### src/rtl/nvr_host_if.sv
// -----------------------------------------------------------------------------
// nvr_host_if
// Request/response channel between the core's NVR port (master) and the
// nvr_host_ctrl access controller (slave).
//
// Handshake: a command transfers on a rising clk edge where req_valid and
// req_ready are both high. The master holds req_op/req_addr/req_wdata stable
// while req_valid is high. The slave never accepts a new command until the
// previous one has produced its single-cycle rsp_valid strobe. rsp_rdata and
// rsp_err are meaningful only in the cycle rsp_valid is high.
//
// Signals:
//   req_valid  master->slave  command valid
//   req_ready  slave->master  controller can accept a command
//   req_op     master->slave  00 read, 01 write, 10 store, 11 recall
//   req_addr   master->slave  word address (read/write)
//   req_wdata  master->slave  write data (write)
//   rsp_valid  slave->master  one-cycle completion strobe
//   rsp_rdata  slave->master  read data (reads), else 0
//   rsp_err    slave->master  RDY timeout flag
// -----------------------------------------------------------------------------
interface nvr_host_if #(
   parameter int ADDR_W = 7,
   parameter int DATA_W = 32
);
   logic              req_valid;
   logic              req_ready;
   logic [1:0]        req_op;
   logic [ADDR_W-1:0] req_addr;
   logic [DATA_W-1:0] req_wdata;
   logic              rsp_valid;
   logic [DATA_W-1:0] rsp_rdata;
   logic              rsp_err;

   modport master (
      output req_valid, req_op, req_addr, req_wdata,
      input  req_ready, rsp_valid, rsp_rdata, rsp_err
   );

   modport slave (
      input  req_valid, req_op, req_addr, req_wdata,
      output req_ready, rsp_valid, rsp_rdata, rsp_err
   );
endinterface

### src/rtl/nvr_host_ctrl.sv
// -----------------------------------------------------------------------------
// nvr_host_ctrl
// Host-side access controller for the 128x32 non-volatile RAM macro.
// Accepts read/write/store/recall commands on the req channel, drives the
// macro pins through SETUP -> STROBE -> HOLD -> WAIT and returns a one-cycle
// response carrying read data or a RDY timeout error.
//
// Ports:
//   clk, rst_n     system clock, asynchronous active-low reset
//   req            nvr_host_if slave modport (request/response channel)
//   nvr_a/nvr_din  macro address / write data (held between commands)
//   nvr_ce/we/hs/hr macro chip enable, write enable, store, recall
//   nvr_dout       macro read data
//   nvr_rdy        macro ready, asynchronous to clk
//   dbg_state_o    current FSM state encoding
// -----------------------------------------------------------------------------
module nvr_host_ctrl #(
   parameter int ADDR_W     = 7,
   parameter int DATA_W     = 32,
   parameter int STROBE_CYC = 2,
   parameter int TIMEOUT    = 4096
) (
   input  logic              clk,
   input  logic              rst_n,
   nvr_host_if.slave         req,
   output logic [ADDR_W-1:0] nvr_a,
   output logic [DATA_W-1:0] nvr_din,
   output logic              nvr_ce,
   output logic              nvr_we,
   output logic              nvr_hs,
   output logic              nvr_hr,
   input  logic [DATA_W-1:0] nvr_dout,
   input  logic              nvr_rdy,
   output logic [2:0]        dbg_state_o
);

   typedef enum logic [2:0] {
      S_INIT   = 3'd0,
      S_IDLE   = 3'd1,
      S_SETUP  = 3'd2,
      S_STROBE = 3'd3,
      S_HOLD   = 3'd4,
      S_WAIT   = 3'd5,
      S_RESP   = 3'd6
   } state_t;

   localparam logic [1:0] OP_READ   = 2'b00;
   localparam logic [1:0] OP_WRITE  = 2'b01;
   localparam logic [1:0] OP_STORE  = 2'b10;
   localparam logic [1:0] OP_RECALL = 2'b11;

   // One counter serves the strobe width, the hold window and the RDY
   // timeout; it restarts on STROBE entry and saturates.
   localparam int CNT_MAX = (TIMEOUT > STROBE_CYC + 1) ? TIMEOUT : STROBE_CYC + 1;
   localparam int CNT_W   = $clog2(CNT_MAX + 1);
   localparam logic [CNT_W-1:0] CNT_SAT   = CNT_W'(CNT_MAX);
   localparam logic [CNT_W-1:0] CNT_TO    = CNT_W'(TIMEOUT);
   localparam logic [CNT_W-1:0] STB_LAST  = CNT_W'(STROBE_CYC - 1);
   localparam logic [CNT_W-1:0] HOLD_LAST = CNT_W'(STROBE_CYC + 1);

   state_t            state_q, state_d;
   logic [CNT_W-1:0]  cnt_q, cnt_d;
   logic [1:0]        op_q, op_d;
   logic [ADDR_W-1:0] a_q, a_d;
   logic [DATA_W-1:0] din_q, din_d;
   logic [DATA_W-1:0] rdata_q, rdata_d;
   logic              err_q, err_d;
   logic              init_err_q, init_err_d;
   logic              rdy_s1_q, rdy_s_q;

   // State register, synchronizer and datapath registers
   always_ff @(posedge clk or negedge rst_n) begin
      if (!rst_n) begin
         state_q    <= S_INIT;
         cnt_q      <= '0;
         op_q       <= OP_READ;
         a_q        <= '0;
         din_q      <= '0;
         rdata_q    <= '0;
         err_q      <= 1'b0;
         init_err_q <= 1'b0;
         rdy_s1_q   <= 1'b0;
         rdy_s_q    <= 1'b0;
      end else begin
         state_q    <= state_d;
         cnt_q      <= cnt_d;
         op_q       <= op_d;
         a_q        <= a_d;
         din_q      <= din_d;
         rdata_q    <= rdata_d;
         err_q      <= err_d;
         init_err_q <= init_err_d;
         rdy_s1_q   <= nvr_rdy;
         rdy_s_q    <= rdy_s1_q;
      end
   end

   // Next-state logic
   always_comb begin
      state_d    = state_q;
      cnt_d      = (cnt_q < CNT_SAT) ? cnt_q + 1'b1 : cnt_q;
      op_d       = op_q;
      a_d        = a_q;
      din_d      = din_q;
      rdata_d    = rdata_q;
      err_d      = err_q;
      init_err_d = init_err_q;
      case (state_q)
         S_INIT: begin
            if (rdy_s_q) begin
               state_d = S_IDLE;
            end else if (cnt_q >= CNT_TO) begin
               state_d    = S_IDLE;
               init_err_d = 1'b1;
            end
         end
         S_IDLE: begin
            if (req.req_valid) begin
               state_d = S_SETUP;
               op_d    = req.req_op;
               // Store/recall act on the whole array; address pins parked at 0.
               a_d     = req.req_op[1] ? '0 : req.req_addr;
               din_d   = req.req_wdata;
               err_d   = 1'b0;
            end
         end
         S_SETUP: begin
            state_d = S_STROBE;
            cnt_d   = '0;
         end
         S_STROBE: begin
            if (cnt_q >= STB_LAST) state_d = S_HOLD;
         end
         S_HOLD: begin
            if (cnt_q >= HOLD_LAST) state_d = S_WAIT;
         end
         S_WAIT: begin
            // A genuine RDY wins over a timeout in the same cycle.
            if (rdy_s_q) begin
               state_d = S_RESP;
               if (op_q == OP_READ) rdata_d = nvr_dout;
            end else if (cnt_q >= CNT_TO) begin
               state_d = S_RESP;
               err_d   = 1'b1;
            end
         end
         S_RESP: begin
            state_d    = S_IDLE;
            init_err_d = 1'b0;
         end
         default: state_d = S_INIT;
      endcase
   end

   // Output decode
   always_comb begin
      req.req_ready = (state_q == S_IDLE);
      req.rsp_valid = (state_q == S_RESP);
      req.rsp_rdata = ((state_q == S_RESP) && (op_q == OP_READ)) ? rdata_q : '0;
      req.rsp_err   = (state_q == S_RESP) && (err_q || init_err_q);
      nvr_ce        = (state_q == S_STROBE) && !op_q[1];
      nvr_we        = (state_q == S_STROBE) && (op_q == OP_WRITE);
      nvr_hs        = (state_q == S_STROBE) && (op_q == OP_STORE);
      nvr_hr        = (state_q == S_STROBE) && (op_q == OP_RECALL);
      nvr_a         = a_q;
      nvr_din       = din_q;
      dbg_state_o   = state_q;
   end

endmodule
### src/flat_wrapper.sv
// flat-port wrapper written by rule: the top's interface ports become plain ports
module nvr_host_ctrl_flat 
#(
   parameter int ADDR_W     = 7,
   parameter int DATA_W     = 32,
   parameter int STROBE_CYC = 2,
   parameter int TIMEOUT    = 4096
)
  (clk, rst_n, nvr_a, nvr_din, nvr_ce, nvr_we, nvr_hs, nvr_hr, nvr_dout, nvr_rdy, dbg_state_o, req_req_valid, req_req_op, req_req_addr, req_req_wdata, req_req_ready, req_rsp_valid, req_rsp_rdata, req_rsp_err);
  nvr_host_if #(.ADDR_W(ADDR_W), .DATA_W(DATA_W)) req_i ();
  input  logic clk;
  input  logic rst_n;
  output logic [ADDR_W-1:0] nvr_a;
  output logic [DATA_W-1:0] nvr_din;
  output logic nvr_ce;
  output logic nvr_we;
  output logic nvr_hs;
  output logic nvr_hr;
  input  logic [DATA_W-1:0] nvr_dout;
  input  logic nvr_rdy;
  output logic [2:0] dbg_state_o;
  input wire logic [$bits(req_i.req_valid)-1:0] req_req_valid;
  input wire logic [$bits(req_i.req_op)-1:0] req_req_op;
  input wire logic [$bits(req_i.req_addr)-1:0] req_req_addr;
  input wire logic [$bits(req_i.req_wdata)-1:0] req_req_wdata;
  output wire logic [$bits(req_i.req_ready)-1:0] req_req_ready;
  output wire logic [$bits(req_i.rsp_valid)-1:0] req_rsp_valid;
  output wire logic [$bits(req_i.rsp_rdata)-1:0] req_rsp_rdata;
  output wire logic [$bits(req_i.rsp_err)-1:0] req_rsp_err;
  assign req_i.req_valid = req_req_valid;
  assign req_i.req_op = req_req_op;
  assign req_i.req_addr = req_req_addr;
  assign req_i.req_wdata = req_req_wdata;
  assign req_req_ready = req_i.req_ready;
  assign req_rsp_valid = req_i.rsp_valid;
  assign req_rsp_rdata = req_i.rsp_rdata;
  assign req_rsp_err = req_i.rsp_err;
  nvr_host_ctrl #(.ADDR_W(ADDR_W), .DATA_W(DATA_W), .STROBE_CYC(STROBE_CYC), .TIMEOUT(TIMEOUT)) u_core (.clk(clk), .rst_n(rst_n), .req(req_i), .nvr_a(nvr_a), .nvr_din(nvr_din), .nvr_ce(nvr_ce), .nvr_we(nvr_we), .nvr_hs(nvr_hs), .nvr_hr(nvr_hr), .nvr_dout(nvr_dout), .nvr_rdy(nvr_rdy), .dbg_state_o(dbg_state_o));
endmodule
### config.mk
export PLATFORM = sky130hd
export DESIGN_NAME = nvr_host_ctrl_flat
export DESIGN_NICKNAME = d
export VERILOG_FILES = /design/src/rtl/nvr_host_if.sv /design/src/rtl/nvr_host_ctrl.sv /design/src/flat_wrapper.sv
export SDC_FILE = /design/constraint.sdc
export NUM_CORES = 1
export LEC_CHECK = 0
export ABC_AREA = 1
export ABC_CLOCK_PERIOD_IN_PS = 1600
export BUFFER_PORTS_ARGS = -buffer_cell sky130_fd_sc_hd__buf_2
export CORE_UTILIZATION = 49
export CTS_CLUSTER_SIZE = 12
export DETAILED_ROUTE_END_ITERATION = 8
export PLACE_DENSITY = 0.8
export SYNTH_ARGS = -nofsm -noshare
export SYNTH_HDL_FRONTEND = slang
export SYNTH_SLANG_ARGS = --single-unit
### constraint.sdc
create_clock -name clk -period 1.6 [get_ports clk]
set_input_delay 0.16 -clock clk [delete_from_list [all_inputs] [get_ports clk]]
set_output_delay 0.16 -clock clk [all_outputs]
set_load 0.005 [all_outputs]
==> results of run 1 <==
metal layers:
| layer | share of wire [%] | wire length [um] |
|---|---|---|
| met5 | 0 | 0 |
| met4 | 2.3 | 244 |
| met3 | 4.8 | 517 |
| met2 | 51 | 5550 |
| met1 | 42 | 4510 |
logic make-up after synthesis:
family	count (synthesis)	synth area share [%]
xor+xnor	1	0.206
flops	93	54.8
buf+inv	75	9.22
fa+ha+maj	2	0.589
simple gates	248	24.6
compound gates	60	10.6
worst register-to-register path: stages, from the launching register on:
cell     delay (ns)
dfrtp_2        0.37
inv_2          0.05
buf_4          0.13
buf_4          0.14
nor2_2         0.09
nand2_2        0.11
nor2_8         0.23
buf_4          0.20
nand2_1        0.06
o21ai_0        0.10
cell type report:
type / instances / area share [%]
Inverter: 57 / 3.58
Clock inverter: 7 / 1.34
Tap cell: 105 / 2.20
Clock buffer: 9 / 2.08
Timing Repair Buffer: 229 / 25.3
Sequential cell: 93 / 39.0
Multi-Input combinational cell: 311 / 26.4
timing repair:
item,in CTS,in global routing
endpoints found under the setup margin,36,77
buffers inserted,4,2
pin swaps,1,0
hold buffers,46,1
resized for setup,7,14
hold endpoints to repair,138,1
path summary, 6_finish.rpt:
kind / startpoint / end / slack, ns / depth (start not counted)
max in group asynchronous: rst_n / u_core.nvr_din[28]$_DFFE_PN0P_ / 0.85 / 3
min: req_req_wdata[18] / u_core.nvr_din[18]$_DFFE_PN0P_ / 0.01 / 3
max: u_core.dbg_state_o[0]$_DFFE_PN0P_ / req_rsp_rdata[26] / -0.08 / 7
min reg2reg: u_core.rdy_s1_q$_DFF_PN0_ / u_core.rdy_s_q$_DFF_PN0_ / 0.36 / 0
min in group asynchronous: rst_n / u_core.rdata_q[5]$_DFFE_PN0P_ / 0.21 / 2
max reg2reg: u_core.dbg_state_o[0]$_DFFE_PN0P_ / u_core.rdata_q[0]$_DFFE_PN0P_ / 0.04 / 9
registers in the layout, summed over array words and instances (netlist names):
| register | cells |
|---|---|
| u_core.dbg_state_o | 3 |
| u_core.err_q | 1 |
| u_core.init_err_q | 1 |
| u_core.op_q | 2 |
| u_core.nvr_a | 7 |
| u_core.nvr_din | 32 |
| u_core.cnt_q | 13 |
| u_core.rdy_s_q | 1 |
| u_core.rdy_s1_q | 1 |
| u_core.rdata_q | 32 |
report_power, final:
group          leakage [nW]  internal [W]  total (W)  switching (W)
Clock                 0.103      0.000748    0.00162       0.000873
Combinational          2.15       0.00153    0.00344        0.00191
Sequential             1.10       0.00323    0.00366       0.000429
Total                  3.36       0.00551    0.00872        0.00321
stage by stage:
step           setup slack, ns  TNS (ns)  hold slack (ns)
2_1_floorplan            0.272         0           -0.136
3_3_place_gp             0.160         0           0.0508
3_5_place_dp             0.107         0           0.0475
4_1_cts                -0.0860     -2.16         0.000146
5_1_grt                 -0.166     -5.00          0.00655
6_report               -0.0833     -1.93           0.0125
placed cells by master (no fill, tap or decap), types with 2 or more instances in the layout:
cell type	count
nand2_1	164
buf_2	156
dfrtp_1	91
inv_1	52
dlygate4sd3_1	47
nor2_1	39
o21ai_2	27
buf_4	20
o21ai_0	12
nor2_2	11
nand3_1	10
a21oi_1	9
clkbuf_8	9
a22o_1	7
nand2_2	6
nor3_1	6
inv_2	5
buf_12	5
nor2_4	3
inv_6	3
nand2_4	2
o31ai_1	2
ha_1	2
dfrtp_2	2
==> reports/results.txt, run 1 <==
Placed Cells - 742
FF+latch area - 2330 um^2
DP Wirelength - 7120 um
Max incr delay on CP - 0.42 ns
Area added between synthesis and finish - 40.6%
Die Area - 9040 um^2
Clock Latency Late Sink - 0.36 ns
Area contributors post-synth - dfrtp_1, nand2_1, o21ai_2
Grt ovf - 0
Leading cell types by count after synthesis - nand2_1, dfrtp_1, inv_1
Clock buffer count from CTS - 9
Dominant synthesized flop cell - dfrtp_1
Largest net degree at the start of global routing - 50
Final min period - 1.68 ns
Peak VDD IR - 0.00104 V
DR pass1 iterations - 7
Max Transition Viols Final - 0
Drt total wl - 10800 um
PD cells - 1460 nW/um^2
GP Congestion - 0.887
Fin Clk Skew - 0.00938 ns
Diode count - 0
Peak Freq - 0.594 GHz
RSZ-0062 raised after global routing - true
GRT Util Overall - 24.3%
Post-DP Area - 5190 um^2
Clock tree buffer depth - 2
Cell count after synthesis - 479
Post-route setup slack - -0.0833 ns
Synth area leader - dfrtp_1
Number of flops mapped to enable cells by yosys - 0
Post-synthesis sequential area ratio - 54.8%
Synth Net Count - 558
Initial antenna violation count - 0
CP Launch Type - flop
Register bit count reported by yosys - 93
Hold Vio Cnt, Final - 0
Family with the most delay on the worst path - flip-flops
First-pass GRT wire length - 16900 um
Cell area after layout - 5970 um^2
Pleak - 3.36 nW
DRT iter0 DRCs - 234
Residual DRC count - 0
CP cell instances - inv_2 -> nand2_4 -> nor2_4 -> nand3_4 -> buf_12 -> nor2_2 -> buf_2
Number of port buffers - 157
Synth Cell Area - 4250 um^2
Nets - 780
Count leader, synth - nand2_1
GR peak layer - met2
Routed Antenna Nets - 0
Clock root cell - clkbuf_8
Vias in the first global route - 3776
YS warnings - 0
Crit share post-route - 105%
Worst path slowest cell - dfrtp_2
IO Count - 158
Via count - 3872
Placeable Area - 8300 um^2
GR Util met3 - 4.47%
Relative slew slack - 76.7%
Worst endpoint required time - 1.44 ns
Top cell type's share of synthesized area - 54.8%
# rows - 33
Worst setup path class - flop to output pin
Die Span Y - 95.1 um
CTS tree - built
Post-DR vias/cell - 4.77
FILL cells - 612
Asr flop ratio synth - 100%
Status - finished with violations
Syn_area_per_cell - 8.86 um^2
Worst Hold Class - input port to flop
Layout cells sized above 1 - 36.8%
Buf/Inv on CP - 3
CP max FO - 32
CTS Sinks - 93
Final Power - 0.00872 W
Final core occ - 71.9%
Failing checks - setup timing
Final setup vio count - 35
Drt wl/cell - 13.3 um
Die width - 95.1 um
Synth cell types - 28
Slew @ Worst Pin - 0.349 ns
Arrival time at the worst endpoint - 1.52 ns
MaxCap Viol Count - 0
CP endpoint kind - output pin
H-tree depth - 3
Initial core utilization - 51.2%
M2 GR Usage - 42.3%
GRT met1 Usage - 29.4%
Multi-input gate area - 1580 um^2
Non-filler cells in the finished layout - 811
Clk pin slew, worst setup/hold paths - 0.10 ns
(Power assumes the default switching activity.)
==> run 2: changes to the inputs <==
--- a/config.mk
+++ b/config.mk
@@ -11,7 +11,7 @@
 export CORE_UTILIZATION = 49
 export CTS_CLUSTER_SIZE = 12
 export DETAILED_ROUTE_END_ITERATION = 8
-export PLACE_DENSITY = 0.8
+export PLACE_DENSITY = 0.89
 export SYNTH_ARGS = -nofsm -noshare
 export SYNTH_HDL_FRONTEND = slang
 export SYNTH_SLANG_ARGS = --single-unit
==> reports/results.txt, run 2 (synthesis gave the netlist of run 1 again) <==
Clock root cell - clkbuf_8
Layout cells sized above 1 - 40.1%
Clk pin slew, worst setup/hold paths - 0.10 ns
FF+latch area - 2330 um^2
FILL cells - 550
Worst hold stages - 3
Hold path start - req_req_wdata[30]
GRT Util Overall - 25.2%
Vias in the first global route - 3772
Clock tree buffer depth - 2
GP Congestion - 0.953
Number of port buffers - 157
Hold Vio Cnt, Final - 0
Worst setup path class - flop to output pin
Largest net degree at the start of global routing - 41
Initial antenna violation count - 0
Register-to-Register Path Depth - 6
Worst Hold Path EP - u_core.nvr_din[30]$_DFFE_PN0P_
IO Count - 158
Arrival time at the worst endpoint - 1.60 ns
Placeable Area - 8300 um^2
PD cells - 1520 nW/um^2
CTS Sinks - 93
Diode count - 0
Drt wl/cell - 14.7 um
CP Launch Type - flop
RSZ-0062 raised after global routing - true
Multi-input gate area - 1670 um^2
CP cell instances - inv_4 -> nand2_4 -> nor2_4 -> buf_6 -> nand3_4 -> nor2_2 -> buf_2
Dpl ws - 0.00794 ns
Relative slew slack - 68.9%
Worst path slowest cell - dfrtp_2
Max incr delay on CP - 0.44 ns
Grt ovf - 0
# rows - 33
Peak VDD IR - 0.00108 V
Final Power - 0.00906 W
Crit share post-route - 110%
Failing checks - setup timing
Post-route setup slack - -0.158 ns
CP endpoint kind - output pin
R2R setup slack - 0.01 ns
Die Area - 9040 um^2
Post-DR vias/cell - 5.03
Slew @ Worst Pin - 0.466 ns
Final core occ - 71.6%
Routed Antenna Nets - 0
Final setup vio count - 36
Leading cell types in the layout, fill and taps excluded - nand2_1, buf_2, dfrtp_1
Residual DRC count - 0
Worst Hold Class - input port to flop
Most frequent standard cell in the layout excluding fill and tap cells - nand2_1
Drt total wl - 11700 um
DRT iter0 DRCs - 212
MaxCap Viol Count - 0
Initial core utilization - 51.2%
DR pass1 iterations - 4
Worst r2r src - u_core.op_q[1]$_DFFE_PN0P_
CTS tree - built
Final min period - 1.76 ns
Peak Freq - 0.569 GHz
First-pass GRT wire length - 17200 um
Max Transition Viols Final - 0
H-tree depth - 3
Total negative slack - -3.38 ns
Area added between synthesis and finish - 39.9%
Worst endpoint required time - 1.44 ns
Nets - 764
Pleak - 3.25 nW
Status - finished with violations
Clock buffer count from CTS - 9
Via count - 3994
RR Endpoint - u_core.rdata_q[3]$_DFFE_PN0P_
Fin Clk Skew - 0.0192 ns
Die width - 95.1 um
CP max FO - 8
Die Span Y - 95.1 um
Clock Latency Late Sink - 0.36 ns
DP Wirelength - 7020 um
## run 2: cell count changes in the layout (fill, tap and decap cells not counted), moves of 3 or more
cell           change
nor2_2            +12
buf_4              -8
buf_12             +3
inv_2              -3
inv_4              +3
nand3_4            +3
nor2_1            -14
dlygate4sd3_1     -16
## run 2: final cells by class
cell class              instances  share of cell area (%)
clock inverters                 6                    1.20
well taps                     105                    2.21
inverters                      57                    3.85
flip-flops and latches         93                    39.3
clock buffers                   9                    2.09
multi-input cells             314                    28.2
repair buffers                210                    23.2
## run 2: worst max path at each step
stage	startpoint	end	slack (ns)
after floorplan	u_core.cnt_q[0]$_DFFE_PN0P_	u_core.cnt_q[8]$_DFFE_PN0P_	0.27
after global placement	u_core.dbg_state_o[0]$_DFFE_PN0P_	req_rsp_rdata[31]	0.11
after detailed placement	u_core.dbg_state_o[0]$_DFFE_PN0P_	req_rsp_rdata[11]	0.008
after CTS	u_core.dbg_state_o[0]$_DFFE_PN0P_	req_rsp_rdata[5]	-0.14
after global routing	u_core.dbg_state_o[0]$_DFFE_PN0P_	req_rsp_rdata[4]	-0.26
final	u_core.dbg_state_o[0]$_DFFE_PN0P_	req_rsp_rdata[4]	-0.16
## run 2: critical path: cells and delay by family (launching register included)
family,cells,cell delay [ns]
flops,1,0.44
simple gates,4,0.51
buf+inv,3,0.32
## run 2: where the power goes
part / internal, W / total [W] / leakage [nW] / switching [W]
Clock: 0.000734 / 0.00158 / 0.0980 / 0.000851
Combinational: 0.00163 / 0.00375 / 2.05 / 0.00212
Sequential: 0.00324 / 0.00373 / 1.10 / 0.000490
## run 2: routing by layer
layer | share of wire [%] | global-route usage, % | vias up
met4 | 3.2 | 9.85 | 0
met1 | 38 | 28.5 | 1909
met5 | 0 | 0 | -
met2 | 52 | 45.3 | 156
li1 | - | - | 1894
met3 | 6.0 | 6.30 | 35
## run 2: stage by stage
stage / instances / hold slack [ns] / cell area, um^2
global route: 794 / 0.00812 / 5940
floorplan: 479 / -0.136 / 4250
global placement: 733 / 0.126 / 5120
CTS: 787 / 0.0000334 / 5760
finish: 794 / 0.00999 / 5940
detailed placement: 733 / 0.137 / 5120
## run 2: timing repair
item / CTS / global route
endpoints found under the setup margin: 36 / 97
buffers inserted: 7 / 5
gates cloned: 3 / 0
pin swaps: 3 / 12
resized for setup: 16 / 33
hold buffers: 29 / 2
hold endpoints to repair: 59 / 2
